[src/rtl/hpi_access_ctrl_if.sv]
// ---------------------------------------------------------------------------
// hpi_access_ctrl_if
// Request/response channel between a requester (NIOS bridge, keycode poller)
// and hpi_access_ctrl.
//   req_valid  requester -> ctrl  request present, held until accepted
//   req_ready  ctrl -> requester  ctrl can accept this cycle
//   req_we     requester -> ctrl  1 = write, 0 = read
//   req_addr   requester -> ctrl  HPI register select
//   req_wdata  requester -> ctrl  write data
//   rsp_valid  ctrl -> requester  one-cycle completion pulse
//   rsp_rdata  ctrl -> requester  read data, held between reads
// ---------------------------------------------------------------------------
interface hpi_access_ctrl_if;
  logic        req_valid;
  logic        req_ready;
  logic        req_we;
  logic [1:0]  req_addr;
  logic [15:0] req_wdata;
  logic        rsp_valid;
  logic [15:0] rsp_rdata;

  modport master (
    output req_valid, req_we, req_addr, req_wdata,
    input  req_ready, rsp_valid, rsp_rdata
  );

  modport slave (
    input  req_valid, req_we, req_addr, req_wdata,
    output req_ready, rsp_valid, rsp_rdata
  );
endinterface

[src/rtl/hpi_access_ctrl.sv]
// ---------------------------------------------------------------------------
// hpi_access_ctrl
// Runs one 16-bit read or write at a time on the CY7C67200 host-port
// interface: SETUP -> STROBE -> HOLD -> RECOVER, each phase lasting a
// programmable number of cycles, and drives the OTG chip reset.
//
// Optional feature macro: HPI_AUTORESET_EN. When defined, the block holds
// hpi_rst_n low for RST_CYC cycles after i_reset drops (state RST_HOLD)
// before accepting requests. When undefined, hpi_rst_n simply follows
// ~i_reset one cycle late.
//
// Ports
//   i_clk           system clock
//   i_reset         synchronous, active-high reset
//   bus             request/response channel (slave side)
//   o_hpi_addr      HPI register address
//   i_hpi_data_in   HPI data from the pad
//   o_hpi_data_out  HPI data to the pad
//   o_hpi_data_oe   pad output enable (never high during a read)
//   o_hpi_cs_n      chip select, active low
//   o_hpi_rd_n      read strobe, active low
//   o_hpi_wr_n      write strobe, active low
//   o_hpi_rst_n     OTG chip reset, active low
//   o_busy          high whenever the FSM is not in IDLE
// ---------------------------------------------------------------------------
module hpi_access_ctrl #(
  parameter int SETUP_CYC   = 1,
  parameter int STROBE_CYC  = 4,
  parameter int HOLD_CYC    = 1,
  parameter int RECOVER_CYC = 2,
  parameter int RST_CYC     = 16
) (
  input  logic               i_clk,
  input  logic               i_reset,
  hpi_access_ctrl_if.slave   bus,
  output logic [1:0]         o_hpi_addr,
  input  logic [15:0]        i_hpi_data_in,
  output logic [15:0]        o_hpi_data_out,
  output logic               o_hpi_data_oe,
  output logic               o_hpi_cs_n,
  output logic               o_hpi_rd_n,
  output logic               o_hpi_wr_n,
  output logic               o_hpi_rst_n,
  output logic               o_busy
);

  localparam int MAX_A = (SETUP_CYC > STROBE_CYC) ? SETUP_CYC : STROBE_CYC;
  localparam int MAX_B = (HOLD_CYC > RECOVER_CYC) ? HOLD_CYC : RECOVER_CYC;
  localparam int MAX_C = (MAX_A > MAX_B) ? MAX_A : MAX_B;
  localparam int MAXP  = (MAX_C > RST_CYC) ? MAX_C : RST_CYC;
  localparam int CW    = (MAXP > 1) ? $clog2(MAXP) : 1;

  // Each phase counts down from N-1 to 0, so N cycles per phase.
  localparam logic [CW-1:0] L_SETUP   = CW'(SETUP_CYC - 1);
  localparam logic [CW-1:0] L_STROBE  = CW'(STROBE_CYC - 1);
  localparam logic [CW-1:0] L_HOLD    = CW'(HOLD_CYC - 1);
  localparam logic [CW-1:0] L_RECOVER = CW'(RECOVER_CYC - 1);
`ifdef HPI_AUTORESET_EN
  localparam logic [CW-1:0] L_RST     = CW'(RST_CYC - 1);
`endif

  typedef enum logic [2:0] {
    S_IDLE, S_SETUP, S_STROBE, S_HOLD, S_RECOVER, S_RST_HOLD
  } state_t;

  state_t         r_state, w_state_nx;
  logic [CW-1:0]  r_cnt, w_cnt_nx;
  logic           w_last;
  logic [CW-1:0]  w_dec;
  logic           w_ready;
  logic           w_accept;

  logic           r_we;
  logic [1:0]     r_addr;
  logic [15:0]    r_wdata;

  logic           r_cs_n, r_rd_n, r_wr_n, r_oe, r_rsp, r_rst_n;
  logic [1:0]     r_hpi_addr;
  logic [15:0]    r_dout, r_rdata;
  logic           w_cs_n, w_rd_n, w_wr_n, w_oe, w_rsp;
  logic [1:0]     w_hpi_addr;
  logic [15:0]    w_dout, w_rdata;

  assign w_last   = (r_cnt == '0);
  assign w_dec    = r_cnt - CW'(1);
  assign w_ready  = (r_state == S_IDLE) & ~i_reset;
  assign w_accept = w_ready & bus.req_valid;

  // State register
  always_ff @(posedge i_clk) begin
    if (i_reset) begin
`ifdef HPI_AUTORESET_EN
      r_state <= S_RST_HOLD;
      r_cnt   <= L_RST;
`else
      r_state <= S_IDLE;
      r_cnt   <= '0;
`endif
    end else begin
      r_state <= w_state_nx;
      r_cnt   <= w_cnt_nx;
    end
  end

  // Next-state logic; the counter is reloaded on every phase entry
  always_comb begin
    w_state_nx = r_state;
    w_cnt_nx   = r_cnt;
    case (r_state)
      S_IDLE: begin
        if (w_accept) begin
          w_state_nx = S_SETUP;
          w_cnt_nx   = L_SETUP;
        end
      end
      S_SETUP: begin
        if (w_last) begin
          w_state_nx = S_STROBE;
          w_cnt_nx   = L_STROBE;
        end else begin
          w_cnt_nx = w_dec;
        end
      end
      S_STROBE: begin
        if (w_last) begin
          w_state_nx = S_HOLD;
          w_cnt_nx   = L_HOLD;
        end else begin
          w_cnt_nx = w_dec;
        end
      end
      S_HOLD: begin
        if (w_last) begin
          w_state_nx = S_RECOVER;
          w_cnt_nx   = L_RECOVER;
        end else begin
          w_cnt_nx = w_dec;
        end
      end
      S_RECOVER: begin
        if (w_last) begin
          w_state_nx = S_IDLE;
          w_cnt_nx   = '0;
        end else begin
          w_cnt_nx = w_dec;
        end
      end
`ifdef HPI_AUTORESET_EN
      S_RST_HOLD: begin
        if (w_last) begin
          w_state_nx = S_IDLE;
          w_cnt_nx   = '0;
        end else begin
          w_cnt_nx = w_dec;
        end
      end
`endif
      default: begin
        w_state_nx = S_IDLE;
        w_cnt_nx   = '0;
      end
    endcase
  end

  // Request fields are captured only at acceptance and held for the access
  always_ff @(posedge i_clk) begin
    if (w_accept) begin
      r_we    <= bus.req_we;
      r_addr  <= bus.req_addr;
      r_wdata <= bus.req_wdata;
    end
  end

  // Output logic: pad values for the next cycle, derived from the current
  // phase, so every pad output lags the state by exactly one cycle.
  always_comb begin
    w_cs_n     = 1'b1;
    w_rd_n     = 1'b1;
    w_wr_n     = 1'b1;
    w_oe       = 1'b0;
    w_rsp      = 1'b0;
    w_hpi_addr = r_hpi_addr;
    w_dout     = r_dout;
    w_rdata    = r_rdata;
    case (r_state)
      S_SETUP: begin
        w_cs_n     = 1'b0;
        w_hpi_addr = r_addr;
        w_oe       = r_we;
        if (r_we) w_dout = r_wdata;
      end
      S_STROBE: begin
        w_cs_n = 1'b0;
        w_oe   = r_we;
        w_rd_n = r_we;
        w_wr_n = ~r_we;
        // Sample the pad while RD_n is still low, at the end of the strobe
        if (!r_we && w_last) w_rdata = i_hpi_data_in;
      end
      S_HOLD: begin
        w_cs_n = 1'b0;
        w_oe   = r_we;
      end
      S_RECOVER: begin
        w_rsp = (r_cnt == L_RECOVER);
      end
      default: ;
    endcase
  end

  // Output registers; reset aborts any access in flight
  always_ff @(posedge i_clk) begin
    if (i_reset) begin
      r_cs_n     <= 1'b1;
      r_rd_n     <= 1'b1;
      r_wr_n     <= 1'b1;
      r_oe       <= 1'b0;
      r_rsp      <= 1'b0;
      r_hpi_addr <= 2'd0;
      r_dout     <= 16'd0;
      r_rdata    <= 16'd0;
      r_rst_n    <= 1'b0;
    end else begin
      r_cs_n     <= w_cs_n;
      r_rd_n     <= w_rd_n;
      r_wr_n     <= w_wr_n;
      r_oe       <= w_oe;
      r_rsp      <= w_rsp;
      r_hpi_addr <= w_hpi_addr;
      r_dout     <= w_dout;
      r_rdata    <= w_rdata;
`ifdef HPI_AUTORESET_EN
      // Registered from the next state so the chip reset releases in the
      // same cycle that req_ready rises.
      r_rst_n    <= (w_state_nx != S_RST_HOLD);
`else
      r_rst_n    <= 1'b1;
`endif
    end
  end

  assign bus.req_ready  = w_ready;
  assign bus.rsp_valid  = r_rsp;
  assign bus.rsp_rdata  = r_rdata;
  assign o_hpi_addr     = r_hpi_addr;
  assign o_hpi_data_out = r_dout;
  assign o_hpi_data_oe  = r_oe;
  assign o_hpi_cs_n     = r_cs_n;
  assign o_hpi_rd_n     = r_rd_n;
  assign o_hpi_wr_n     = r_wr_n;
  assign o_hpi_rst_n    = r_rst_n;
  assign o_busy         = (r_state != S_IDLE);

endmodule

[src/flat_wrapper.sv]
// flat-port wrapper written by rule: the top's interface ports become plain ports
module hpi_access_ctrl_flat 
#(
  parameter int SETUP_CYC   = 1,
  parameter int STROBE_CYC  = 4,
  parameter int HOLD_CYC    = 1,
  parameter int RECOVER_CYC = 2,
  parameter int RST_CYC     = 16
)
  (i_clk, i_reset, o_hpi_addr, i_hpi_data_in, o_hpi_data_out, o_hpi_data_oe, o_hpi_cs_n, o_hpi_rd_n, o_hpi_wr_n, o_hpi_rst_n, o_busy, bus_req_valid, bus_req_we, bus_req_addr, bus_req_wdata, bus_req_ready, bus_rsp_valid, bus_rsp_rdata);
  hpi_access_ctrl_if bus_i ();
  input  logic i_clk;
  input  logic i_reset;
  output logic [1:0] o_hpi_addr;
  input  logic [15:0] i_hpi_data_in;
  output logic [15:0] o_hpi_data_out;
  output logic o_hpi_data_oe;
  output logic o_hpi_cs_n;
  output logic o_hpi_rd_n;
  output logic o_hpi_wr_n;
  output logic o_hpi_rst_n;
  output logic o_busy;
  input wire logic [$bits(bus_i.req_valid)-1:0] bus_req_valid;
  input wire logic [$bits(bus_i.req_we)-1:0] bus_req_we;
  input wire logic [$bits(bus_i.req_addr)-1:0] bus_req_addr;
  input wire logic [$bits(bus_i.req_wdata)-1:0] bus_req_wdata;
  output wire logic [$bits(bus_i.req_ready)-1:0] bus_req_ready;
  output wire logic [$bits(bus_i.rsp_valid)-1:0] bus_rsp_valid;
  output wire logic [$bits(bus_i.rsp_rdata)-1:0] bus_rsp_rdata;
  assign bus_i.req_valid = bus_req_valid;
  assign bus_i.req_we = bus_req_we;
  assign bus_i.req_addr = bus_req_addr;
  assign bus_i.req_wdata = bus_req_wdata;
  assign bus_req_ready = bus_i.req_ready;
  assign bus_rsp_valid = bus_i.rsp_valid;
  assign bus_rsp_rdata = bus_i.rsp_rdata;
  hpi_access_ctrl #(.SETUP_CYC(SETUP_CYC), .STROBE_CYC(STROBE_CYC), .HOLD_CYC(HOLD_CYC), .RECOVER_CYC(RECOVER_CYC), .RST_CYC(RST_CYC)) u_core (.i_clk(i_clk), .i_reset(i_reset), .bus(bus_i), .o_hpi_addr(o_hpi_addr), .i_hpi_data_in(i_hpi_data_in), .o_hpi_data_out(o_hpi_data_out), .o_hpi_data_oe(o_hpi_data_oe), .o_hpi_cs_n(o_hpi_cs_n), .o_hpi_rd_n(o_hpi_rd_n), .o_hpi_wr_n(o_hpi_wr_n), .o_hpi_rst_n(o_hpi_rst_n), .o_busy(o_busy));
endmodule
[config.mk]
export PLATFORM = sky130hd
export DESIGN_NAME = hpi_access_ctrl_flat
export DESIGN_NICKNAME = d
export VERILOG_FILES = /design/src/rtl/hpi_access_ctrl_if.sv /design/src/rtl/hpi_access_ctrl.sv /design/src/flat_wrapper.sv
export SDC_FILE = /design/constraint.sdc
export NUM_CORES = 1
export LEC_CHECK = 0
export ABC_AREA = 0
export BUFFER_PORTS_ARGS = -buffer_cell sky130_fd_sc_hd__buf_2
export CORE_UTILIZATION = 29
export CTS_BUF_LIST = sky130_fd_sc_hd__clkbuf_4 sky130_fd_sc_hd__clkbuf_8
export CTS_CLUSTER_SIZE = 24
export DETAILED_ROUTE_END_ITERATION = 16
export SLEW_MARGIN = 40
export SYNTH_ARGS = -nofsm -noshare
export SYNTH_HDL_FRONTEND = slang
export SYNTH_SLANG_ARGS = --single-unit
[constraint.sdc]
create_clock -name i_clk -period 3.1 [get_ports i_clk]
set_clock_uncertainty 0.15 [all_clocks]
set_input_delay 0.465 -clock i_clk [delete_from_list [all_inputs] [get_ports i_clk]]
set_output_delay 0.465 -clock i_clk [all_outputs]
set_load 0.01 [all_outputs]
Yosys cells after proc, flatten, opt, wreduce, memory -nomap -nowiden
Index checks and enable logic that the tools add are counted.

Register bits: 66. Word-level logic and storage cells: 58.

$add $sub $neg: 1. Equal/unequal tests: 10. Multiplexer cells: 13. Bitwise gates (word level): 7. Reduce and logical (&&, ||, !) cells: 13.

Operator list (number): 2-to-1 mux 4 bit (4); case mux 4 bit (4 select lines) (1); 2-to-1 mux 3 bit (5); case mux 3 bit (5 select lines) (1); inequality test 2 x 1 -> 1 bit, second input constant (5); OR reduction 2 bit (4); equality test 3 x 2 -> 1 bit, second input constant (2); inverter 1 bit (5); AND reduction 5 bit (1); equality test 4 x 1 -> 1 bit, second input constant (1); logical NOT 4 bit (1); AND reduction 2 bit (2); subtractor 4 x 1 -> 4 bit, second input constant (1); equality test 3 x 1 -> 1 bit, second input constant (1); equality test 3 bit, second input constant (1); logical NOT 3 bit (1); nonzero test 3 bit (1); OR reduction 3 bit (1); AND 1 bit (2); 2-to-1 mux 1 bit (2); logical AND 1 bit (1); logical NOT 1 bit (1).

Longest topological paths before layout
Gate-level depths: netlist of run 1.

Depth in word-level cells: 5. Depth in mapped cells: 7.

Least setup slack after synthesis of run 1
Ideal clock, no wire load.

Kind: register to register. From: register u_core.r_cnt[0]. To: register u_core.r_rdata[0], in the netlist u_core.bus.rsp_rdata[0]. Arrival time: 1.898 ns. Data required time: 2.822 ns. Path slack: 0.925 ns. Cell stages (with the launch flop): 8. Path buffers: 3. Cells stage by stage: dfxtp_1 > buf_6 > or4_4 > or4_4 > buf_6 > buf_12 > mux2i_1 > nor2_1.

Cells in the longest elaborated chain, start to end: 3.

Ends and longest elaborated chain: from (decl) (line hpi_access_ctrl.sv:67) `logic [CW-1:0] r_cnt, w_cnt_nx;`; from (signal assigned) (line hpi_access_ctrl.sv:101) `r_cnt <= w_cnt_nx;`; logical NOT 4 bit (line hpi_access_ctrl.sv:84) `assign w_last = (r_cnt == '0);`; logical AND 1 bit (line hpi_access_ctrl.sv:198) `if (!r_we && w_last) w_rdata = i_hpi_data_in;`; AND reduction 2 bit (no line); to (signal assigned) (line hpi_access_ctrl.sv:231) `r_rdata <= w_rdata;`; to (decl) (line hpi_access_ctrl.sv:79) `logic [15:0] r_dout, r_rdata;`.

Every way passes these cells. A chain may end at the register's enable or synchronous reset.

Final worst setup path of run 1
From: register u_core.r_cnt[0]. To: register u_core.r_rdata[14], in the netlist u_core.bus.rsp_rdata[14].

The elaborated chain is that of the path after synthesis.

==> results of run 1 <==
-- power by group through the flow --
stage	sequential, mW	combinational (mW)	clock, mW
after floorplan	1.12	0.409	0
after global placement	1.13	0.546	0
after detailed placement	1.13	0.553	0
after CTS	1.11	0.553	0.726
after global routing	1.13	0.616	0.762
final	1.11	0.542	0.700
-- placed cells by master (no fill, tap or decap) --
master	synthesis	final
edfxtp_1	19	19
nor3b_1	1	1
nor3_1	7	7
mux2_2	1	1
nand2b_1	2	2
o21ai_0	4	4
bufinv_16	0	1
clkbuf_4	0	2
buf_4	0	3
clkbuf_8	0	10
mux2i_1	18	18
nor2_1	23	23
inv_1	3	3
a22o_1	2	2
nand3_1	2	2
a21oi_1	18	18
buf_2	2	79
and4_2	1	1
xor2_1	1	1
or4_1	1	1
o21bai_1	1	1
and3_1	1	1
o21a_1	1	1
o22ai_1	1	1
nand2_1	38	38
clkinv_2	0	2
nor2b_1	1	1
nor4_1	3	3
nand3b_1	1	1
and2_1	2	2
a211oi_1	1	1
dfxtp_1	47	47
or4_4	2	2
-- logic make-up after synthesis --
kind of cell	count (synthesis)	share of synthesized area (%)
multiplexers	19	8.14
AND/OR/NAND/NOR	85	16.4
AO/OA/AOI/OAI	28	6.65
buffers and inverters	17	4.15
XOR/XNOR	1	0.373
flip-flops	66	64.3
-- routing by layer --
metal,track usage [%],part of all wire (%)
met1,13.5,47
met3,6.05,8.7
met5,0,0
met4,2.73,0
met2,17.8,45
-- cell type report --
| cell class | instances | area, µm² | area share [%] |
|---|---|---|---|
| clock buffer | 12 | 153 | 5.08 |
| clock inverter | 3 | 40.0 | 1.33 |
| inverter | 3 | 11.3 | 0.375 |
| multi-input combinational | 133 | 742 | 24.7 |
| sequential | 66 | 1510 | 50.3 |
| tap | 102 | 128 | 4.25 |
| timing repair buffer | 82 | 418 | 13.9 |
-- worst max-delay path, cell delays in order (launching register included) --
cell and delay, ns:
dfxtp_1 0.38, or4_4 0.58, or4_4 0.66, mux2i_1 0.21, nor2_1 0.05
-- metrics by stage --
stage / power [mW] / setup slack [ns] / cells / utilization (%) / hold WS (ns)
6_report: 2.35 / 0.940 / 401 / 38.7 / 0.159
5_1_grt: 2.51 / 0.850 / 401 / 38.7 / 0.126
4_1_cts: 2.39 / 0.934 / 401 / 38.7 / 0.140
3_5_place_dp: 1.68 / 0.935 / 386 / 36.2 / 0.293
3_3_place_gp: 1.67 / 0.974 / 386 / 36.2 / 0.292
2_1_floorplan: 1.52 / 0.925 / 216 / - / 0.306
-- worst max-delay path by stage --
stage / startpoint / slack [ns] / end
2_1_floorplan: u_core.r_cnt[0]$_SDFFE_PP0P_ / 0.92 / u_core.bus.rsp_rdata[0]$_SDFFE_PP0P_
3_3_place_gp: u_core.r_cnt[0]$_SDFFE_PP0P_ / 0.97 / u_core.bus.rsp_rdata[6]$_SDFFE_PP0P_
3_5_place_dp: u_core.r_cnt[0]$_SDFFE_PP0P_ / 0.94 / u_core.bus.rsp_rdata[14]$_SDFFE_PP0P_
4_1_cts: u_core.r_cnt[0]$_SDFFE_PP0P_ / 0.93 / u_core.bus.rsp_rdata[3]$_SDFFE_PP0P_
5_1_grt: u_core.r_cnt[0]$_SDFFE_PP0P_ / 0.85 / u_core.bus.rsp_rdata[9]$_SDFFE_PP0P_
6_report: u_core.r_cnt[0]$_SDFFE_PP0P_ / 0.94 / u_core.bus.rsp_rdata[14]$_SDFFE_PP0P_
-- registers in the layout, summed over array words and instances (netlist names), 2 cells and up --
signal,count
u_core.bus.rsp_rdata,16
u_core.o_hpi_data_out,16
u_core.r_wdata,16
u_core.r_cnt,4
u_core.r_state,3
u_core.o_hpi_addr,2
u_core.r_addr,2
==> results_dict.tcl, run 1 <==
set metrics [dict create \
    drtIter0Drc 62 \
    rr_worst_depth 4 \
    synth_edf_count 19 \
    drc 0 \
    design_area_um2 3000 \
    rsz0062_at_grt "false" \
    dieArea_um2 8470 \
    grt_max_degree 45 \
    path_max_fanout 16 \
    fill_cells 797 \
    outcome "finished clean" \
    layout.nets 333 \
    grt_pass1_vias 1594 \
    wl_per_cell_um 11.3 \
    hold_viol 0 \
    critPathKind "reg2reg" \
    min_from "bus_req_wdata[1]" \
    die_w_um 92.0 \
    cts_buffer_depth 2 \
    ir_drop_v 0.000293 \
    required_ns 3.15 \
    setup_viol 0 \
    synth_most_common_cell "dfxtp_1" \
    synth_nets 254 \
    antenna_found_initial 0 \
    track_usage_pct 11.3 \
    post_synth_inst_count 216 \
    endpoint_kind "flip-flop" \
    drt-total-wl_mm 4.53 \
    max_freq_mhz 463 \
    diodes 0 \
    ys.flop_type "dfxtp_1" \
    p_leak_nw 1.39 \
    regToRegEndpoint "u_core.bus.rsp_rdata[14]$_SDFFE_PP0P_" \
    syn_avg_cell_area_um2 10.9 \
    slew_headroom_pct 62.7 \
    clk_pin_slew_ns 0.07 \
    async_flop_share_pct 0 \
    ys_types 31 \
    yosysTopAreaCell "dfxtp_1" \
    internal_power_mw 1.66 \
    rows 32 \
    die_h_um 92.0 \
    cts_tree "done" \
    switchingPower_mw 0.688 \
    cts_setup_buffers 0 \
    holdPathStages 1 \
    cts_resized 0 \
    sw_frac_of_total_pct 29.3 \
    slew_violations 0 \
    gr-total-overflow 0 \
    firstDrtPassIters 4 \
    dp_hpwl_mm 3.08 \
    worst_slew_pin_slew_ns 0.559 \
    viasPerCell 4.32 \
    cts_made_buffers 9 \
    reg2reg_slack_ns 0.94 \
    antenna_left 0 \
    synth_area_um2 2350 \
    port_buffers 79 \
    cts_hold_buf 0 \
    root_buffer "clkbuf_8" \
    io_pins 80 \
    min_to "u_core.r_wdata[1]$_DFFE_PP_" \
    dpl-instance-area_um2 2810 \
    start_util_pct 30.3 \
    place_congestion 0.784 \
    fin_setup_tns_ns 0 \
    yosys-top-cells-area "dfxtp_1 40%, edfxtp_1 24%, mux2i_1 7.7%" \
    core_um2 7770 \
    p_seq_share_pct 47.2 \
    synth_common_cells "47 x dfxtp_1, 38 x nand2_1, 23 x nor2_1, 19 x edfxtp_1" \
    drv_cap 0 \
    cts_num_sinks 66 \
    yosysWarningCount 0 \
    synthToLayoutAreaGrowth_pct 27.7 \
    comb_power_share_pct 23.0 \
    min_period_ns 2.16 \
    ys_ff_latch 66 \
    drive_above_1_share_pct 33.8 \
    hp-class "in2reg" \
    vias 1734 \
    p_clk_share_pct 29.8 \
    fin_crit_sh_pct 69.7 \
    crit_path_start_kind "flip-flop" \
    power_density_nw_per_um2 783 \
    reg2reg_from "u_core.r_cnt[0]$_SDFFE_PP0P_" \
    worst_skew_pair.late_latency_ns 0.33 \
    htree_levels 3 \
    cp_data_arrival_time_ns 2.21 \
    grt_pass1_wl_mm 7.27 \
    yosysSeqAreaShare_pct 64.3 \
    yosysTopAreaCellShare_pct 40.0 \
]
Power figures use the tool's default switching activity.
==> run 2: changes to the inputs <==
Clock period 3.1 ns to 1.81 ns, I/O delays scaled along.
==> run 2 against run 1 <==
Net effect:
- the run now ends with setup timing left
- combinational power grew 130%
- hold slack got worse by 0.13 ns
- critical path type unchanged
- wire length increased by 12%
- total power is 80% higher
- critical path depth is the same
- cell count grew 8.0%
- critical endpoint is now u_core.bus.rsp_rdata[11]$_SDFFE_PP0P_
- die area did not move
- largest cell class unchanged
- sequential share of layout area shrank 5.1 points
==> results_dict.tcl, run 2 (synthesis results as in run 1) <==
set metrics [dict create \
    power_density_nw_per_um2 1270 \
    die_w_um 92.0 \
    grt_pass1_vias 1757 \
    start_util_pct 30.3 \
    synthToLayoutAreaGrowth_pct 42.5 \
    place_congestion 0.782 \
    mostFrequentLayoutCells "79 x buf_2, 45 x dfxtp_1, 38 x nand2_1" \
    min_period_ns 1.93 \
    drive_above_1_share_pct 36.3 \
    htree_levels 3 \
    cp.depth 4 \
    holdPathStages 3 \
    slowest_stage "or4_4" \
    grt_pass1_wl_mm 8.09 \
    rr_worst_depth 4 \
    die_h_um 92.0 \
    port_buffers 79 \
    fin_crit_sh_pct 106 \
    dp_hpwl_mm 3.29 \
    crit_start "u_core.r_cnt[3]$_SDFFE_PP0P_" \
    cpMostUsedCell "or4_4" \
    endpoint_kind "flip-flop" \
    final_cells 433 \
    mostFrequentLayoutCell "buf_2" \
    setup_viol 16 \
    drtIter0Drc 36 \
    dp_cells 398 \
    viasPerCell 4.33 \
    firstDrtPassIters 4 \
    crit_buf_inv 0 \
    drv_cap 0 \
    slew_headroom_pct 66.6 \
    power.total_mw 4.24 \
    outcome "complete, but fails checks" \
    cts_buffer_depth 2 \
    cts_setup_buffers 0 \
    regToRegEndpoint "u_core.bus.rsp_rdata[11]$_SDFFE_PP0P_" \
    rsz0062_at_grt "true" \
    p_leak_nw 1.55 \
    cp_data_arrival_time_ns 1.98 \
    path_max_fanout 8 \
    vias 1876 \
    grt_max_degree 25 \
    setup_ws_ns -0.115 \
    track_usage_pct 12.6 \
    drt-total-wl_mm 5.08 \
    drc 0 \
    core_um2 7770 \
    reg2reg_from "u_core.r_cnt[3]$_SDFFE_PP0P_" \
    dieArea_um2 8470 \
    clk_pin_slew_ns 0.06 \
    diodes 0 \
    worst_slew_pin_slew_ns 0.496 \
    ir_drop_v 0.000541 \
    rows 32 \
    critPathKind "reg2reg" \
    root_buffer "clkbuf_8" \
    hp-class "in2reg" \
    cts_tree "done" \
    antenna_found_initial 0 \
    required_ns 1.87 \
    crit_path_start_kind "flip-flop" \
    cts_num_sinks 66 \
    worstSetupEndpoint "u_core.bus.rsp_rdata[11]$_SDFFE_PP0P_" \
    slew_violations 0 \
    critPathTopFamily "simple AND/OR/NAND/NOR gates" \
    violations "setup timing" \
    gr-total-overflow 0 \
    io_pins 80 \
    hold_viol 0 \
    reg2reg_slack_ns -0.12 \
    wl_per_cell_um 11.7 \
    cts_made_buffers 9 \
    fill_cells 759 \
    antenna_left 0 \
    max_freq_mhz 519 \
    layout.nets 365 \
    path_cells "or4_4 -> or4_4 -> mux2i_1 -> nor2_1" \
    worst_skew_pair.late_latency_ns 0.33 \
    slowest_delay_ns 0.55 \
]
-- run 2: changes by cell type in the layout (fill, tap and decap cells not counted), sizes merged --
| cell | delta |
|---|---|
| clkinv | -2 |
| or4 | +1 |
| dlygate4sd3 | +19 |
| clkbuf | +3 |
| bufinv | -1 |
| buf | +12 |
-- run 2: repair_timing --
action	4_1_cts	5_1_grt
hold endpoints to repair	19	0
resized for setup	2	2
cloned	1	0
endpoints found under the setup margin	17	17
hold buffers	19	0
pin swaps	2	3
-- run 2: stage by stage --
stage | utilization [%] | hold WS [ns] | area, µm² | TNS, ns | worst slack (ns)
finish | 43.1 | 0.0258 | 3350 | -1.61 | -0.115
global route | 43.1 | 0.0175 | 3350 | -2.50 | -0.172
CTS | 42.9 | 0.0117 | 3330 | -1.78 | -0.131
detailed placement | 37.9 | 0.293 | 2940 | -2.45 | -0.169
global placement | 37.9 | 0.292 | 2940 | -1.87 | -0.124
floorplan | - | 0.220 | 2370 | -2.47 | -0.206
-- run 2: where the power goes --
part / total, mW / internal, mW / leakage [nW] / switching, mW
sequential: 1.84 / 1.75 / 0.558 / 0.0912
combinational: 1.26 / 0.592 / 0.888 / 0.672
clock: 1.14 / 0.649 / 0.100 / 0.488
total: 4.24 / 2.99 / 1.55 / 1.25
-- run 2: layout make-up --
cell class | count | area (µm²) | share of cell area (%)
multi-input cells | 134 | 786 | 23.5
repair buffers | 113 | 723 | 21.6
clock buffers | 15 | 188 | 5.60
inverters | 3 | 11.3 | 0.336
flip-flops and latches | 66 | 1510 | 45.2
well taps | 102 | 128 | 3.81
-- run 2: worst min-delay path by stage --
stage	startpoint	to	slack, ns
after global placement	u_core.o_hpi_data_out[10]$_SDFFE_PP0P_	u_core.o_hpi_data_out[10]$_SDFFE_PP0P_	0.29
after global routing	i_hpi_data_in[3]	u_core.bus.rsp_rdata[3]$_SDFFE_PP0P_	0.02
after CTS	i_hpi_data_in[3]	u_core.bus.rsp_rdata[3]$_SDFFE_PP0P_	0.01
after detailed placement	u_core.o_hpi_data_out[6]$_SDFFE_PP0P_	u_core.o_hpi_data_out[6]$_SDFFE_PP0P_	0.29
final	i_hpi_data_in[3]	u_core.bus.rsp_rdata[3]$_SDFFE_PP0P_	0.03
after floorplan	bus_req_addr[0]	u_core.r_addr[0]$_DFFE_PP_	0.22
-- run 2: per-layer routing --
metal  GRT usage, %  vias to the layer above  share of wire, %
met5              0                        -                 0
met4           5.47                        0               1.2
met3           4.15                        6               6.1
met2           22.0                       64                48
met1           13.8                      848                44
li1               -                      958                 -
-- run 2: worst register-to-register path: stages (launching register included) --
cell and delay (ns):
dfxtp_2 0.32, or4_4 0.55, or4_4 0.54, mux2i_1 0.20, nor2_1 0.05
